==> src/rtl/seg7_pkg.sv <==
// Shared definitions for the seg7 scan controller: FSM states, register map, CTRL fields.
package seg7_pkg;

  typedef enum logic [1:0] {
    ST_IDLE  = 2'd0,
    ST_BLANK = 2'd1,
    ST_SHOW  = 2'd2
  } scan_state_e;

  localparam int unsigned REG_DATA      = 0;
  localparam int unsigned REG_CTRL      = 1;
  localparam int unsigned CTRL_ON_BIT   = 0;
  localparam int unsigned CTRL_DUTY_LSB = 8;
  localparam int unsigned CTRL_DUTY_W   = 4;

  function automatic logic [31:0] ctrl_word(input logic on, input logic [3:0] duty);
    return {20'b0, duty, 7'b0, on};
  endfunction

endpackage

==> src/rtl/seg7_scan_ctrl_if.sv <==
// Word-addressed register bus between a host and the seg7 scan controller.
interface seg7_scan_ctrl_if;
  logic        enable;
  logic        rw;
  logic [31:0] addr;
  logic [31:0] d_in;
  logic [31:0] d_out;
  logic        ack;

  modport master (output enable, rw, addr, d_in, input d_out, ack);
  modport slave  (input enable, rw, addr, d_in, output d_out, ack);
endinterface

==> src/rtl/seg7_slot_timer.sv <==
// Digit-slot counter: counts 0..PRESCALE-1 while run is high, strobing the end of
// the blanking window and the end of the slot.
module seg7_slot_timer #(
  parameter int unsigned PRESCALE = 1024,
  parameter int unsigned BLANK    = 8
) (
  input  logic clk,
  input  logic reset,
  input  logic run,
  output logic blank_done,
  output logic slot_done
);

  localparam int unsigned CW = $clog2(PRESCALE);

  logic [CW-1:0] cnt_q, cnt_d;

  assign blank_done = run && (cnt_q == CW'(BLANK - 1));
  assign slot_done  = run && (cnt_q == CW'(PRESCALE - 1));

  always_comb begin
    cnt_d = cnt_q;
    if (!run || slot_done) cnt_d = '0;
    else                   cnt_d = cnt_q + CW'(1);
  end

  always_ff @(posedge clk or posedge reset) begin
    if (reset) cnt_q <= '0;
    else       cnt_q <= cnt_d;
  end

endmodule

==> src/rtl/seg7_scan_ctrl.sv <==
// Multiplexed 7-segment scan controller with DATA/CTRL bus registers and frame-synchronous
// display update. Define SEG7_SCAN_DIM_EN to enable PWM dimming via the CTRL DUTY field.
module seg7_scan_ctrl
  import seg7_pkg::*;
#(
  parameter int unsigned NDIGITS  = 4,
  parameter int unsigned BASE     = 0,
  parameter int unsigned PRESCALE = 1024,
  parameter int unsigned BLANK    = 8
) (
  input  logic               clk,
  input  logic               reset,
  seg7_scan_ctrl_if.slave    bus,
  output logic [3:0]         nib,
  output logic [NDIGITS-1:0] an
);

  localparam int unsigned DW = 4 * NDIGITS;
  localparam int unsigned IW = (NDIGITS > 1) ? $clog2(NDIGITS) : 1;

  scan_state_e        state_q, state_d;
  logic [IW-1:0]      idx_q, idx_d;
  logic [DW-1:0]      shadow_q, shadow_d;
  logic [DW-1:0]      active_q, active_d;
  logic               on_q, on_d;
  logic               ack_q, ack_d;
  logic [31:0]        dout_q, dout_d;
  logic [NDIGITS-1:0] an_q, an_d;
  logic [3:0]         duty_rd;
`ifdef SEG7_SCAN_DIM_EN
  logic [3:0]         duty_q, duty_d;
  logic [3:0]         phase_q, phase_d;
`endif

  logic hit_data, hit_ctrl, wr_data, wr_ctrl;
  logic blank_done, slot_done, run;
  logic unused_bits;

  assign hit_data    = bus.enable && (bus.addr == 32'(BASE + REG_DATA));
  assign hit_ctrl    = bus.enable && (bus.addr == 32'(BASE + REG_CTRL));
  assign wr_data     = hit_data && bus.rw;
  assign wr_ctrl     = hit_ctrl && bus.rw;
  assign unused_bits = ^bus.d_in;

`ifdef SEG7_SCAN_DIM_EN
  assign duty_rd = duty_q;
`else
  assign duty_rd = 4'h0;
`endif

  always_comb begin
    shadow_d = shadow_q;
    on_d     = on_q;
    ack_d    = hit_data || hit_ctrl;
    dout_d   = '0;
`ifdef SEG7_SCAN_DIM_EN
    duty_d   = duty_q;
    phase_d  = phase_q + 4'd1;
`endif
    if (wr_data) shadow_d = bus.d_in[DW-1:0];
    if (wr_ctrl) begin
      on_d = bus.d_in[CTRL_ON_BIT];
`ifdef SEG7_SCAN_DIM_EN
      duty_d = bus.d_in[CTRL_DUTY_LSB +: CTRL_DUTY_W];
`endif
    end
    if (hit_data && !bus.rw) dout_d = 32'(shadow_q);
    if (hit_ctrl && !bus.rw) dout_d = ctrl_word(on_q, duty_rd);
  end

  // Timer only counts while a slot is in progress and ON stays set this cycle.
  assign run = (state_q != ST_IDLE) && on_d;

  seg7_slot_timer #(
    .PRESCALE (PRESCALE),
    .BLANK    (BLANK)
  ) u_slot_timer (
    .clk        (clk),
    .reset      (reset),
    .run        (run),
    .blank_done (blank_done),
    .slot_done  (slot_done)
  );

  // Leaving IDLE is treated as a frame boundary so the first frame shows current data.
  always_comb begin
    state_d  = state_q;
    idx_d    = idx_q;
    active_d = active_q;
    if (!on_d) begin
      state_d = ST_IDLE;
      idx_d   = '0;
    end else begin
      case (state_q)
        ST_IDLE: begin
          state_d  = ST_BLANK;
          idx_d    = '0;
          active_d = shadow_d;
        end
        ST_BLANK: if (blank_done) state_d = ST_SHOW;
        ST_SHOW: if (slot_done) begin
          state_d = ST_BLANK;
          if (idx_q == IW'(NDIGITS - 1)) begin
            idx_d    = '0;
            active_d = shadow_d;
          end else begin
            idx_d = idx_q + IW'(1);
          end
        end
        default: state_d = ST_IDLE;
      endcase
    end

    an_d = '1;
    if (state_d == ST_SHOW) begin
`ifdef SEG7_SCAN_DIM_EN
      if (phase_d <= duty_q) an_d[idx_d] = 1'b0;
`else
      an_d[idx_d] = 1'b0;
`endif
    end
  end

  always_ff @(posedge clk or posedge reset) begin
    if (reset) begin
      state_q  <= ST_IDLE;
      idx_q    <= '0;
      shadow_q <= '0;
      active_q <= '0;
      on_q     <= 1'b0;
      ack_q    <= 1'b0;
      dout_q   <= '0;
      an_q     <= '1;
`ifdef SEG7_SCAN_DIM_EN
      duty_q   <= 4'hF;
      phase_q  <= '0;
`endif
    end else begin
      state_q  <= state_d;
      idx_q    <= idx_d;
      shadow_q <= shadow_d;
      active_q <= active_d;
      on_q     <= on_d;
      ack_q    <= ack_d;
      dout_q   <= dout_d;
      an_q     <= an_d;
`ifdef SEG7_SCAN_DIM_EN
      duty_q   <= duty_d;
      phase_q  <= phase_d;
`endif
    end
  end

  assign bus.ack   = ack_q;
  assign bus.d_out = dout_q;
  assign an        = an_q;
  assign nib       = active_q[{idx_q, 2'b00} +: 4];

endmodule

==> src/flat_wrapper.sv <==
// flat-port wrapper written by rule: the top's interface ports become plain ports
module seg7_scan_ctrl_flat import seg7_pkg::*;
#(
  parameter int unsigned NDIGITS  = 4,
  parameter int unsigned BASE     = 0,
  parameter int unsigned PRESCALE = 1024,
  parameter int unsigned BLANK    = 8
)
  (clk, reset, nib, an, bus_enable, bus_rw, bus_addr, bus_d_in, bus_d_out, bus_ack);
  seg7_scan_ctrl_if bus_i ();
  input  logic clk;
  input  logic reset;
  output logic [3:0] nib;
  output logic [NDIGITS-1:0] an;
  input wire logic [$bits(bus_i.enable)-1:0] bus_enable;
  input wire logic [$bits(bus_i.rw)-1:0] bus_rw;
  input wire logic [$bits(bus_i.addr)-1:0] bus_addr;
  input wire logic [$bits(bus_i.d_in)-1:0] bus_d_in;
  output wire logic [$bits(bus_i.d_out)-1:0] bus_d_out;
  output wire logic [$bits(bus_i.ack)-1:0] bus_ack;
  assign bus_i.enable = bus_enable;
  assign bus_i.rw = bus_rw;
  assign bus_i.addr = bus_addr;
  assign bus_i.d_in = bus_d_in;
  assign bus_d_out = bus_i.d_out;
  assign bus_ack = bus_i.ack;
  seg7_scan_ctrl #(.NDIGITS(NDIGITS), .BASE(BASE), .PRESCALE(PRESCALE), .BLANK(BLANK)) u_core (.clk(clk), .reset(reset), .bus(bus_i), .nib(nib), .an(an));
endmodule
==> config.mk <==
export PLATFORM = sky130hd
export DESIGN_NAME = seg7_scan_ctrl_flat
export DESIGN_NICKNAME = d
export VERILOG_FILES = /design/src/rtl/seg7_pkg.sv /design/src/rtl/seg7_scan_ctrl_if.sv /design/src/rtl/seg7_slot_timer.sv /design/src/rtl/seg7_scan_ctrl.sv /design/src/flat_wrapper.sv
export SDC_FILE = /design/constraint.sdc
export NUM_CORES = 1
export LEC_CHECK = 0
export ABC_AREA = 1
export CAP_MARGIN = 20
export CELL_PAD_IN_SITES_DETAIL_PLACEMENT = 0
export CELL_PAD_IN_SITES_GLOBAL_PLACEMENT = 1
export CORE_ASPECT_RATIO = 0.5
export CORE_MARGIN = 5
export CORE_UTILIZATION = 33
export CTS_CLUSTER_SIZE = 10
export DETAILED_ROUTE_END_ITERATION = 8
export PLACE_DENSITY_LB_ADDON = 0.2
export SLEW_MARGIN = 20
export SYNTH_ARGS = -nofsm -noshare
export SYNTH_HDL_FRONTEND = slang
export SYNTH_SLANG_ARGS = --single-unit
==> constraint.sdc <==
create_clock -name clk -period 2.9 [get_ports clk]
set_clock_uncertainty 0.1 [all_clocks]
set_input_delay 0.435 -clock clk [delete_from_list [all_inputs] [get_ports clk]]
set_output_delay 0.435 -clock clk [all_outputs]
set_load 0.01 [all_outputs]
### Word-level counts from Yosys, hierarchy flattened

Cells that the tools add are included.

* add/sub/neg operators: 2
* order comparisons: 2
* equal/unequal tests: 9
* shift-type cells: 1
* multiplexer cells: 19
* bitwise gates (word level): 1
* reduce and logical (&&, ||, !) cells: 19

Operators with widths (number)
* 16-bit two-way mux: 5
* 32-bit by 1-bit equality test with 1-bit output (second input constant): 1
* 32-bit logical NOT: 1
* 16-bit case mux with 2 select lines: 1
* 16-bit by 5-bit variable part select with 4-bit output: 1
* 2-bit two-way mux: 6
* 10-bit by 1-bit adder with 10-bit output (second input constant): 1
* 10-bit equality test (second input constant): 1
* 10-bit by 3-bit equality test with 1-bit output (second input constant): 1
* 1-bit logical AND: 10
* 10-bit two-way mux: 1
* 2-bit equality test (second input constant): 3
* 2-bit case mux with 3 select lines: 1
* 4-bit two-way mux: 1
* 4-bit NOT: 1
* 2-bit case mux with 2 select lines: 1
* 4-bit AND reduction: 1
* 2-bit nonzero test: 2
* 2-bit by 3-bit < comparator with 1-bit output (second input constant): 1
* 2-bit by 1-bit adder with 2-bit output (second input constant): 1
* 1-bit demux with 2-bit select: 1
* 2-bit by 1-bit equality test with 1-bit output (second input constant): 1
* 2-bit by 1-bit >= comparator with 1-bit output (second input constant): 1
* 1-bit logical NOT: 2
* 5 further kinds: 7

* register bits: 68
* input bits: 68
* output and inout bits: 41
* logic and storage cells: 62

### Longest topological paths before layout

* word-level depth: 15
* depth in mapped cells: 16
* depth with buffers taken out: 16

### Modules after synthesis

From an unflattened synthesis, not the netlist that was laid out.

* cells, all modules: 403
* area, all modules: 3418.3 sq um

Modules (own cells, without submodules)
* seg7_scan_ctrl: times used 1, cells an instance 331, area each 2822.7 sq um
* seg7_slot_timer: times used 1, cells an instance 72, area each 595.6 sq um

### Worst setup path before layout

Ideal clock, no wire load.

* path kind: input-to-reg
* start: input port bus_addr[23]
* end: register u_core.active_q[0]
* library setup time: 116 ps
* arrival: 1653 ps
* setup slack: 1030 ps
* stages: 15
* cells stage by stage: nor2_1 -> nand2_1 -> nor2_1 -> nand2_1 -> nor2_2 -> nand3_1 -> nand2_1 -> nand2_4 -> nand3_2 -> nand2_2 -> nand2_4 -> inv_4 -> buf_6 -> nand2_1 -> nand2_1

* word-level cells in the longest chain between the ends: 8
* elaborated cells between the ends (all ways): 15

RTL lines
* from (decl): line flat_wrapper.sv:17 `input wire logic [$bits(bus_i.addr)-1:0] bus_addr;`
* 32-bit by 1-bit equality test with 1-bit output (*): line seg7_scan_ctrl.sv:40 `assign hit_ctrl = bus.enable && (bus.addr == 32'(BASE + REG_CTRL));`
* 1-bit logical AND (*): line seg7_scan_ctrl.sv:40
* 1-bit logical AND (*): line seg7_scan_ctrl.sv:42 `assign wr_ctrl = hit_ctrl && bus.rw;`
* 1-bit two-way mux (*): line seg7_scan_ctrl.sv:61 `if (wr_ctrl) begin`
* named net u_core.on_d: line seg7_scan_ctrl.sv:25 `logic on_q, on_d;`
* 1-bit logical AND: line seg7_scan_ctrl.sv:72 `assign run = (state_q != ST_IDLE) && on_d;`
* 1-bit logical AND: line seg7_slot_timer.sv:19 `assign slot_done = run && (cnt_q == CW'(PRESCALE - 1));`
* 2-bit inequality test (no source line)
* 4-bit AND reduction (no source line) (*)
* to (signal assigned): line seg7_scan_ctrl.sv:142 `active_q <= active_d;`
* to (decl): line seg7_scan_ctrl.sv:24 `logic [DW-1:0] active_q, active_d;`

Mark *: on every way through the listed nets, which the timed path passes. The rest lies on a longest branch. The select of a mux whose other input is x is not followed.
A chain may end at the register's enable or synchronous reset.

### Worst setup path in the final report

* start: register u_core.idx_q[0]
* end: output port nib[3]

* word-level cells in the longest chain between the ends: 1

RTL lines
* from (decl): line seg7_scan_ctrl.sv:22 `logic [IW-1:0] idx_q, idx_d;`
* from (signal assigned): line seg7_scan_ctrl.sv:140 `idx_q <= idx_d;`
* 16-bit by 5-bit variable part select with 4-bit output: line seg7_scan_ctrl.sv:157 `assign nib = active_q[{idx_q, 2'b00} +: 4];`
* to (decl): line flat_wrapper.sv:13 `output logic [3:0] nib;`

No other way between the ends.

==> metrics <==
vias post-DR=2469; CTS Buffer Depth=2; antenna-violating nets left=0; Hold Crit Class=reg -> reg; kind of critical path=reg -> out; syn_area_per_cell=8.721 um^2; Starting Density=33.88%; Final HPWL DP=4823 um; final critical path time including I/O delays and setup=2.518 ns; #FFs+latches synth=68; final weighted congestion in routability-driven placement=0.7324; htree depth=3; Die W=149.3 um; final-report setup violation count=0; top post-synthesis cells by area=dfrtp_1, nand2_1, nor2_1, buf_4, inv_1; initial antenna violation count=0; switch share=19.35%; layout cells sized above 1=12.61%; part of the power in registers=39.3%; max frequency=397.1 MHz; WP buf/inv=2; Setup Fix Bufs, Post-CTS=0; antenna cell count=0; Synth cell types=34; required time worst endpoint=2.37 ns; Via density=4.206; crit-path cells=inv_1 > nor2_1 > o22ai_1 > clkdlybuf4s50_1; FF-to-FF Start=u_core.u_slot_timer.cnt_q[0]$_DFF_PP0_; Final Cycle Share=86.83%; clock power share=56.1%; switching power=467.7 uW; Placed Cells=571; type of element launching the critical path=register; crit path capture type=output port; final hold viol count=0; max-slew violation count=0; DRT iter0 DRCs=166; overall power=2417 uW; Worst-Skew Late Latency=0.33 ns; per-cell routed wire length=11.48 um; CTS Hold Bufs=0; yosys warns=0; drt drc=0; R2R depth=13; Post-Route WL=6737 um; internal power=1950 uW; Post-Layout Cell Count=587; setup TNS=0 ns; total grt overflow=0; row count=25; largest net degree at the start of global routing=69; Seq/Total Area, Yosys=53.32%; Slowest-stage cell, CP=clkdlybuf4s50_1; # IOs=109; Post-CTS Resized=0; Slew @ Worst Pin=0.5469 ns; CP arrival=1.98 ns; DIE AREA=0.01189 mm^2; reg-to-reg endpoint=u_core.active_q[8]$_DFFE_PP0P_; max incr delay on CP=0.58 ns; core area=0.009447 mm^2; Max-Cap Viols=0; Slew headroom=63.50%; synthesized cell area=0.003201 mm^2; Leak Pwr=0.002101 uW; CTS tree=built; status=complete, no violations; Die Height=79.64 um; Worst Hold End=u_core.u_slot_timer.cnt_q[0]$_DFF_PP0_; hold depth=1; Worst R2R Setup Slack=0.77 ns; biggest area consumer among synthesized cells=dfrtp_1; Layout area overhead=37.80%; unrepaired setup endpoints after global routing=no; Hold Crit Start=u_core.u_slot_timer.cnt_q[0]$_DFF_PP0_; CP top delay family=buffers and inverters; nets=517; cell count after synthesis=367; PortBufs=76; top-area cell type share of the netlist area=50.04%; CTS root buffer=clkbuf_16; Clock transition at path regs=0.06 ns; DRT Pass-1 Iters=4; clock tree sinks=68; critical path peak fanout=12; Peak VDD IR=311.5 uV; Comb pwr share=4.6%; first-pass GRT wire length=11660 um; TritonCTS buffer count=9; vias in the first global route=2488; Total GRT Usage=12.49%; P per Cell Area=548.1 mW/mm^2
[cell families after synthesis]
family | count (synthesis) | synth area share (%)
adders and majority gates | 2 | 0.7817
xor gates and xnor gates | 2 | 0.5474
AOI/OAI and AO/OA | 39 | 7.858
and+or+nand+nor | 192 | 26.86
buffers and inverters | 63 | 10.52
other | 1 | 0.1172
DFF | 68 | 53.32
[cells in the mapped netlist]
| library cell | number |
|---|---|
| ha_1 | 2 |
| inv_4 | 1 |
| nor4_4 | 1 |
| nand4_2 | 1 |
| o21ai_2 | 12 |
| nor2_4 | 1 |
| nor2_2 | 3 |
| nand3_2 | 1 |
| buf_4 | 18 |
| clkbuf_1 | 1 |
| nor4_1 | 1 |
| nor4_2 | 1 |
| nand2_4 | 2 |
| conb_1 | 1 |
| a21oi_1 | 6 |
| inv_2 | 4 |
| dfstp_2 | 4 |
| o21ai_1 | 4 |
| nor3b_2 | 2 |
| o21ai_0 | 11 |
| inv_1 | 34 |
| nand2_2 | 4 |
| dfrtp_1 | 64 |
| o22ai_1 | 4 |
| nand2_1 | 103 |
| a21oi_2 | 1 |
| a22oi_1 | 1 |
| buf_1 | 1 |
| nand4_1 | 2 |
| buf_6 | 4 |
| nor3_1 | 21 |
| nor2_1 | 44 |
| nand3_1 | 5 |
| xor2_1 | 2 |
[routing by layer]
layer | GRT usage, % | up-vias | wire length (um)
met5 | 0 | - | 0
met4 | 4.749 | 0 | 110
met3 | 4.651 | 9 | 402
met2 | 19.74 | 59 | 2981
met1 | 15.69 | 1112 | 3242
li1 | - | 1289 | -
[power by group through the flow]
stage	logic (uW)	clock network, uW	registers [uW]
after floorplan	47.6	0	966
after global placement	113	0	966
after detailed placement	113	0	966
after CTS	113	1390	949
after global routing	124	1430	949
final	111	1360	949
[through the flow]
stage	util, %	hold WS (ns)	setup WS [ns]	cell area (um^2)
after floorplan	-	0.3329	0.6601	3257
after global placement	42.75	0.3533	0.3093	4039
after detailed placement	42.75	0.3619	0.3400	4039
after CTS	46.69	0.3696	0.3217	4410
after global routing	46.69	0.3866	0.2187	4410
final	46.69	0.3667	0.3818	4410
[layout make-up]
class,count,area (um^2)
Fill cell,940,5036
Sequential cell,68,1707
Multi-Input combinational cell,251,1214
Timing Repair Buffer,78,800.8
Clock buffer,9,225.2
Tap cell,135,168.9
Inverter,39,148.9
Clock inverter,7,146.4
[sequential cells by signal, indices dropped and copies added, names as in the netlist]
| name | flops |
|---|---|
| u_core.active_q | 16 |
| u_core.an | 4 |
| u_core.bus.ack | 1 |
| u_core.bus.d_out | 16 |
| u_core.idx_q | 2 |
| u_core.on_q | 1 |
| u_core.shadow_q | 16 |
| u_core.state_q | 2 |
| u_core.u_slot_timer.cnt_q | 10 |
[worst max path at each step]
stage | start | to | slack [ns] | depth (start not counted)
6_report | u_core.idx_q[0]$_DFF_PP0_ | nib[3] | 0.38 | 4
5_1_grt | u_core.idx_q[0]$_DFF_PP0_ | nib[2] | 0.22 | 4
4_1_cts | u_core.idx_q[0]$_DFF_PP0_ | nib[3] | 0.32 | 4
3_5_place_dp | bus_addr[21] | u_core.active_q[13]$_DFFE_PP0P_ | 0.34 | 15
3_3_place_gp | bus_addr[23] | u_core.active_q[8]$_DFFE_PP0P_ | 0.31 | 15
2_1_floorplan | reset | u_core.active_q[0]$_DFFE_PP0P_ | 0.66 | 1
[placed cells by master (no fill, tap or decap), types with 2 or more instances in the layout]
master             n
dfstp_2            4
inv_1             33
nand2_4            2
inv_2              5
clkdlybuf4s50_1   76
conb_1            16
dfrtp_1           64
nand2_2            4
o21ai_1            4
xor2_1             2
a21oi_1            6
nand2_1          103
o22ai_1            4
nor2_1            44
o21ai_0           11
o21ai_2           12
bufinv_16          4
clkbuf_16          9
nor3_1            21
nor2_2             3
ha_1               2
buf_12             2
nand4_1            2
inv_6              2
nor3b_2            2
nand3_1            5
[worst reg2reg max path: stages (launching register included)]
cell     delay, ns
dfrtp_1       0.37
ha_1          0.17
nand2_1       0.08
inv_2         0.07
nand2_2       0.07
nor4_4        0.17
nand2_2       0.12
nor2_2        0.18
nand3_2       0.12
nand2_2       0.12
nand2_4       0.14
inv_4         0.20
nand2_1       0.09
nand2_1       0.07
Note: power is estimated with default switching activity, not from simulation.
